### src/rtl/imm_ext_ctrl.sv
// imm_ext_ctrl: decode-stage controller for the dual-lane sign extender of the
// 2-wide RISC-V front end. Assembles the raw immediate of each slot from the
// instruction encoding, drives the extender lanes, captures the extended
// result plus valid/illegal flags into an elastic output stage, and hands
// pairs to rename/dispatch with a pair-level valid/ready handshake.
//
// Ports:
//   clk, rst_n (sync, active-low), flush   - clock, reset, pipeline flush
//   in_valid[1:0], in_instr[1:0], in_ready - fetch-queue side (slot 0 older)
//   ext_in, ext_op_code, ext_en, ext_type  - extender request lanes
//   ext_imm[1:0]                           - extender result (combinational)
//   out_valid, out_imm, out_illegal        - head pair to rename/dispatch
//   out_ready                              - consumer accepts the head pair
//
// Configuration macro IMM_EXT_SKID_EN:
//   defined   - two pair entries (head + skid), registered in_ready
//   undefined - single pair entry, in_ready combinational from out_ready
module imm_ext_ctrl #(
    parameter int unsigned XLEN = 32
) (
    input  logic                 clk,
    input  logic                 rst_n,
    input  logic                 flush,
    input  logic [1:0]           in_valid,
    input  logic [1:0][XLEN-1:0] in_instr,
    output logic                 in_ready,
    output logic [1:0][XLEN-1:0] ext_in,
    output logic [1:0][4:0]      ext_op_code,
    output logic [1:0]           ext_en,
    output logic [1:0]           ext_type,
    input  logic [1:0][XLEN-1:0] ext_imm,
    output logic [1:0]           out_valid,
    output logic [1:0][XLEN-1:0] out_imm,
    output logic [1:0]           out_illegal,
    input  logic                 out_ready
);

    localparam logic [4:0] OPC_LOAD   = 5'b00000;
    localparam logic [4:0] OPC_FENCE  = 5'b00011;
    localparam logic [4:0] OPC_OPIMM  = 5'b00100;
    localparam logic [4:0] OPC_AUIPC  = 5'b00101;
    localparam logic [4:0] OPC_STORE  = 5'b01000;
    localparam logic [4:0] OPC_OP     = 5'b01100;
    localparam logic [4:0] OPC_LUI    = 5'b01101;
    localparam logic [4:0] OPC_BRANCH = 5'b11000;
    localparam logic [4:0] OPC_JALR   = 5'b11001;
    localparam logic [4:0] OPC_JAL    = 5'b11011;
    localparam logic [4:0] OPC_SYSTEM = 5'b11100;

    // Raw immediate handed to the extender; I-type and B-type are left
    // zero-padded so the extender performs their sign extension.
    function automatic logic [XLEN-1:0] assemble(input logic [XLEN-1:0] instr);
        logic [XLEN-1:0] imm;
        imm = '0;
        case (instr[6:2])
            OPC_LOAD, OPC_OPIMM: imm = {20'd0, instr[31:20]};
            OPC_JALR:            imm = {{20{instr[31]}}, instr[31:20]};
            OPC_STORE:           imm = {{20{instr[31]}}, instr[31:25], instr[11:7]};
            OPC_BRANCH:          imm = {19'd0, instr[31], instr[7], instr[30:25],
                                        instr[11:8], 1'b0};
            OPC_LUI, OPC_AUIPC:  imm = {instr[31:12], 12'd0};
            OPC_JAL:             imm = {{11{instr[31]}}, instr[31], instr[19:12],
                                        instr[20], instr[30:21], 1'b0};
            default:             imm = '0;
        endcase
        return imm;
    endfunction

    // Opcodes that carry an immediate the extender must process.
    function automatic logic has_imm(input logic [4:0] opc);
        case (opc)
            OPC_LOAD, OPC_OPIMM, OPC_JALR, OPC_STORE,
            OPC_BRANCH, OPC_LUI, OPC_AUIPC, OPC_JAL: return 1'b1;
            default:                                 return 1'b0;
        endcase
    endfunction

    // Opcodes belonging to the RV32I base set.
    function automatic logic is_base(input logic [4:0] opc);
        case (opc)
            OPC_LOAD, OPC_FENCE, OPC_OPIMM, OPC_AUIPC, OPC_STORE, OPC_OP,
            OPC_LUI, OPC_BRANCH, OPC_JALR, OPC_JAL, OPC_SYSTEM: return 1'b1;
            default:                                            return 1'b0;
        endcase
    endfunction

    logic [1:0][XLEN-1:0] cap_imm;
    logic [1:0]           cap_illegal;
    logic [1:0]           head_valid;
    logic [1:0]           head_illegal;
    logic [1:0][XLEN-1:0] head_imm;
    logic                 in_xfer;
    logic                 out_xfer;

    // Extender request lanes.
    always_comb begin
        ext_in      = '0;
        ext_op_code = '0;
        ext_en      = '0;
        ext_type    = '0;
        for (int i = 0; i < 2; i++) begin
            ext_op_code[i] = in_instr[i][6:2];
            ext_in[i]      = assemble(in_instr[i]);
            ext_en[i]      = in_valid[i] && has_imm(in_instr[i][6:2]);
        end
    end

    // Capture payload; kept apart from the request lanes since ext_imm
    // returns through the extender within the same cycle.
    always_comb begin
        cap_imm     = '0;
        cap_illegal = '0;
        for (int i = 0; i < 2; i++) begin
            cap_imm[i]     = in_valid[i] ? ext_imm[i] : '0;
            cap_illegal[i] = in_valid[i] &&
                             (!is_base(in_instr[i][6:2]) || (in_instr[i][1:0] != 2'b11));
        end
    end

    assign in_xfer     = (|in_valid) && in_ready;
    assign out_xfer    = (|head_valid) && out_ready;
    assign out_valid   = head_valid;
    assign out_imm     = head_imm;
    assign out_illegal = head_illegal;

`ifdef IMM_EXT_SKID_EN

    typedef enum logic [1:0] {EMPTY, ONE, TWO} state_t;

    state_t               state;
    logic [1:0]           skid_valid;
    logic [1:0]           skid_illegal;
    logic [1:0][XLEN-1:0] skid_imm;
    logic                 ready_q;

    assign in_ready = ready_q;

    // Two-entry output stage: head drives out_*, skid absorbs one pair of backpressure.
    always_ff @(posedge clk) begin
        if (!rst_n || flush) begin
            state        <= EMPTY;
            head_valid   <= '0;
            head_illegal <= '0;
            head_imm     <= '0;
            skid_valid   <= '0;
            skid_illegal <= '0;
            skid_imm     <= '0;
            ready_q      <= 1'b1;
        end else begin
            case (state)
                EMPTY: begin
                    if (in_xfer) begin
                        head_valid   <= in_valid;
                        head_illegal <= cap_illegal;
                        head_imm     <= cap_imm;
                        state        <= ONE;
                    end
                end
                ONE: begin
                    if (in_xfer && !out_xfer) begin
                        skid_valid   <= in_valid;
                        skid_illegal <= cap_illegal;
                        skid_imm     <= cap_imm;
                        ready_q      <= 1'b0;
                        state        <= TWO;
                    end else if (in_xfer) begin
                        head_valid   <= in_valid;
                        head_illegal <= cap_illegal;
                        head_imm     <= cap_imm;
                    end else if (out_xfer) begin
                        head_valid   <= '0;
                        head_illegal <= '0;
                        head_imm     <= '0;
                        state        <= EMPTY;
                    end
                end
                TWO: begin
                    if (out_xfer) begin
                        head_valid   <= skid_valid;
                        head_illegal <= skid_illegal;
                        head_imm     <= skid_imm;
                        skid_valid   <= '0;
                        skid_illegal <= '0;
                        skid_imm     <= '0;
                        ready_q      <= 1'b1;
                        state        <= ONE;
                    end
                end
                default: state <= EMPTY;
            endcase
        end
    end

`else

    typedef enum logic {EMPTY, ONE} state_t;

    state_t state;

    // Single entry: a new pair may enter only as the current head leaves.
    assign in_ready = !(|head_valid) || out_ready;

    always_ff @(posedge clk) begin
        if (!rst_n || flush) begin
            state        <= EMPTY;
            head_valid   <= '0;
            head_illegal <= '0;
            head_imm     <= '0;
        end else begin
            case (state)
                EMPTY: begin
                    if (in_xfer) begin
                        head_valid   <= in_valid;
                        head_illegal <= cap_illegal;
                        head_imm     <= cap_imm;
                        state        <= ONE;
                    end
                end
                ONE: begin
                    if (in_xfer) begin
                        head_valid   <= in_valid;
                        head_illegal <= cap_illegal;
                        head_imm     <= cap_imm;
                    end else if (out_xfer) begin
                        head_valid   <= '0;
                        head_illegal <= '0;
                        head_imm     <= '0;
                        state        <= EMPTY;
                    end
                end
            endcase
        end
    end

`endif

endmodule

### config.mk
export PLATFORM = sky130hd
export DESIGN_NAME = imm_ext_ctrl
export DESIGN_NICKNAME = d
export VERILOG_FILES = /design/src/rtl/imm_ext_ctrl.sv
export SDC_FILE = /design/constraint.sdc
export NUM_CORES = 1
export LEC_CHECK = 0
export CORE_MARGIN = 2
export CORE_UTILIZATION = 31
export DETAILED_ROUTE_END_ITERATION = 7
export PLACE_DENSITY_LB_ADDON = 0.2
export SYNTH_ARGS = -nofsm -noshare
export SYNTH_HDL_FRONTEND = slang
export SYNTH_SLANG_ARGS = --single-unit
export TNS_END_PERCENT = 100
### constraint.sdc
create_clock -name clk -period 1.8 [get_ports clk]
set_clock_uncertainty 0.1 [all_clocks]
set_input_delay 0.36 -clock clk [delete_from_list [all_inputs] [get_ports clk]]
set_output_delay 0.36 -clock clk [all_outputs]
set_load 0.01 [all_outputs]
# Word-level counts from Yosys, hierarchy flattened
# Memories as Yosys holds them, arrays and structs flattened.
# Cells that the tools add are included.
# W data, S select, Z words.
# op_classes
n_reduce_logical	23
muxes	19
eq_ne	18
n_bitwise	1
# op_table
cell	count
$pmux W32 S6	2
$mux W64	3
$pmux W64 S2	1
$mux W32	2
$eq A5 B5 Y1 const B	6
$eq A5 B3 Y1 const B	4
$eq A5 B4 Y1 const B	4
$reduce_or A2 Y1	6
$logic_not A5 Y1	2
$mux W2	5
$pmux W2 S2	2
$logic_and A1 B1 Y1	6
$ne A2 B2 Y1 const B	3
$logic_not A1 Y1	4
$logic_or A1 B1 Y1	4
$mux W1	3
$ne A3 B3 Y1 const B	1
$pmux W1 S2	1
$reduce_and A2 Y1	1
$not A1 Y1	1
# totals
inputBits	134
output_inout_bits	147
mem_bits_ro	128
reg_bits	69
word_cells	70
mem_count	4
# memory_table
name	depth	word_bits	read_ports	rd_ports_with_merged_regs	write_ports	line	text
(no name shown)	32	1	1	0	0	80	case (opc)
(no name shown)	32	1	1	0	0	80	
(no name shown)	32	1	1	0	0	71	case (opc)
(no name shown)	32	1	1	0	0	71	

# Logic depth before layout (Yosys ltp)
# logic_depth
depth_word	6
ltp_mapped	7
mapped_depth_nobuf	6

# Worst setup path after synthesis
# OpenSTA, ideal clock, no wires.
# synth_path
kind	input -> output
startpoint	in in_instr[35] (netlist bit)
endpoint	out ext_in[37] (netlist bit)
path_slack_ps	-208
required_ps	1340
cell_stages	6
path_buffers	0
arrival_ps	1548
cell_sequence	inv_1 -> ha_1 -> or2_1 -> a31o_2 -> or2_1 -> and2_1
# synth_lines
element	line	text
start, declared	25	input logic [1:0][XLEN-1:0] in_instr,
end, declared	27	output logic [1:0][XLEN-1:0] ext_in,

==> results.py <==
metrics = {
    "outcome": {
        "status": "complete, but fails checks",
        "violations": "setup timing",
    },
    "floorplanning": {
        "rows": 39,
        "die_y_um": 112,
        "dieArea_sq_mm": 0.0126,
        "die_w_um": 112,
        "start_util_pct": 31.9,
        "core_area_sq_mm": 0.0114,
        "io_pins": 281,
    },
    "power": {
        "p_leak_nw": 3.39,
        "power.internal_w": 0.00342,
        "pwr-share-comb_pct": 26.9,
        "swShare_pct": 24.6,
        "switchingPower_w": 0.00112,
        "seq_power_share_pct": 35.4,
        "clock_power_share_pct": 37.6,
        "p_per_area_mw_per_mm2": 616,
        "ir_worst_vdd_mv": 0.589,
    },
    "yosys": {
        "avgSynthCellArea_sq_um": 8.85,
        "ys_seq_area_share_pct": 38.0,
        "synth-seq-cells": 69,
        "ys.flop_type": "dfxtp_1",
        "syn_inst": 411,
        "syn_area_sq_mm": 0.00364,
        "async_reset_ff_share_pct": 0,
        "yosys_warnings": 0,
        "synth_edf_count": 0,
        "synth.distinct_cells": 41,
    },
    "grt": {
        "grt_pass1_vias": 4312,
        "grt_pass1_wl_um": 21500,
        "grt_antenna_before_repair": 0,
        "grt_max_degree": 51,
        "grt_use_total_pct": 20.7,
        "gr-total-overflow": 0,
    },
    "setup_path": {
        "path_class": "in -> out",
        "crit_path_max_incr_delay_ps": 260,
        "slowest_stage": "or2_4",
        "crit_buf_inv": 3,
        "worstPathArrival_ps": 1680,
        "cp.required_ps": 1340,
        "cp_top_family": "simple AND/OR/NAND/NOR gates",
        "start_kind": "input port",
        "critPathMaxFanout": 6,
        "cp-end-kind": "primary output",
        "reg2reg_depth": 7,
        "path_depth": 8,
        "worstPathCellList": "buf_8 -> buf_6 -> ha_4 -> or2_1 -> a31o_2 -> or2_4 -> and2_4 -> buf_6",
        "crit_top_cell": "buf_6",
    },
    "sta": {
        "finalCriticalPeriod_ps": 2140,
        "fmax_mhz": 467,
        "finalHoldViolCount": 0,
        "finalSetupViolations": 66,
        "rsz0062_at_grt": "yes",
        "slew_violations": 0,
        "hold_ws_ps": 357,
        "period_share_pct": 119,
        "fin_ws_ps": -341,
    },
    "cts": {
        "clk_latency_ps": 320,
        "tritoncts_num_sinks": 69,
        "cts_buffers": 9,
        "hold_buffers": 0,
        "clk_pin_slew_ps": 50,
        "cts_max_level": 3,
        "cts_tree": "done",
        "clk_path_buf_depth": 2,
        "root_buffer": "clkbuf_16",
    },
    "final_layout": {
        "final_common_cell": "clkdlybuf4s50_1",
        "area_delta_synth_final_pct": 102,
        "regArea_sq_mm": 0.00138,
        "diodes": 0,
        "drive_gt1_share_pct": 29.8,
        "nets": 868,
        "final_util_pct": 64.5,
        "multi_input_area_sq_mm": 0.00226,
        "layout_common_cells": "clkdlybuf4s50_1 (195), dfxtp_1 (69), nor2_1 (67), a22oi_1 (64), buf_2 (48)",
        "n_fill_cell": 960,
        "finalNonFillerCells": 872,
    },
    "placed_design": {
        "place_congestion": 0.820,
        "hpwlAfterDp_um": 10200,
        "place_inst": 834,
        "place_ws_ps": -1190,
        "portBuffers": 278,
    },
    "route": {
        "vias": 4308,
        "firstDrtPassIters": 5,
        "vias_per_cell": 4.94,
        "wl_per_cell_um": 16.3,
        "ant_nets": 0,
        "drt_iter0_drc": 220,
        "drc": 0,
        "routed_wl_um": 14200,
    },
    "min_path": {
        "hold_depth": 2,
        "hold_class": "reg -> reg",
    },
    "job": {
        "cap_violations": 0,
    },
}
## worst register-to-register path, cell delays in order (launching register included)
cell and delay, ps:
dfxtp_1 360, o21bai_4 170, buf_4 150, o21ai_4 80, buf_12 140, clkbuf_16 180
a22oi_1 220, nor2_1 60
## Yosys cell counts (all sizes together) (2+ instances only)
library cell   n  area, sq um
clkbuf        10         37.5
and2          14         87.6
buf           37          262
dfxtp         69         1380
nand2         12         45.0
and3b          2         17.5
nand2b         8         50.1
mux2i          3         30.0
a31o           2         17.5
a32oi          2         17.5
o41ai          2         17.5
inv            6         22.5
a21oi         11         66.3
a22oi         64          480
o2bb2ai        2         17.5
or2            6         37.5
a22o           8         70.1
o22ai          2         12.5
mux4           2         48.8
nand3b         5         37.5
a21boi         4         30.0
ha            10          125
o21ai          6         33.8
a21o          40          300
nor2          71          269
and3           2         22.5
nor2b          4         40.0
## registers in the layout, summed over array words and instances (netlist names)
register	count
out_imm	64
out_illegal	2
out_valid	2
state	1
## per-layer routing
layer | wire length, um | GRT usage [%]
met1 | 5350 | 22.5
met2 | 7330 | 38.0
met3 | 1350 | 6.86
met4 | 191 | 6.67
met5 | 0 | 0
## kinds of logic after synthesis
group,synth area share [%]
AOI/OAI and AO/OA,30.0
adders and majority gates,3.44
buffers and inverters,8.84
DFF,38.0
muxes,2.17
other,0.103
and+or+nand+nor,17.5
## layout make-up
class                   count  share of cell area (%)
well taps                 143                    2.43
clock buffers              15                    3.50
multi-input cells         294                    30.7
inverters                   6                   0.459
flip-flops and latches     69                    18.8
clock inverters             1                   0.408
repair buffers            344                    43.8
## what timing repair did
item,CTS,global route
cloned,4,2
pin swaps,52,20
setup endpoints to repair,80,94
endpoints found under the hold margin,0,0
setup buffers,11,6
gates resized for setup,366,54
## through the flow
stage | area (sq um) | power, W | setup TNS [ps]
after global routing | 7360 | 0.00473 | -15480
after detailed placement | 6800 | 0.00278 | -91790
after global placement | 6800 | 0.00276 | -89020
after floorplan | 3730 | 0.00210 | -1890
final | 7360 | 0.00454 | -12480
after CTS | 7140 | 0.00450 | -14890
## worst paths after layout
kind / start / end / slack (ps)
worst max-delay path: in_instr[34] / ext_in[41] / -340
worst max register to register: out_valid[1] / out_imm[41] / 230
worst min register to register: out_illegal[0] / out_illegal[0] / 360
worst min-delay path: out_illegal[0] / out_illegal[0] / 360
## power groups by stage
stage / Sequential [W] / Clock [W] / Combinational (W)
5_1_grt: 0.00161 / 0.00181 / 0.00131
3_5_place_dp: 0.00164 / 0 / 0.00114
4_1_cts: 0.00161 / 0.00175 / 0.00115
6_report: 0.00161 / 0.00171 / 0.00122
2_1_floorplan: 0.00166 / 0 / 0.000437
3_3_place_gp: 0.00164 / 0 / 0.00112
Note: power is estimated with default switching activity, not from simulation.
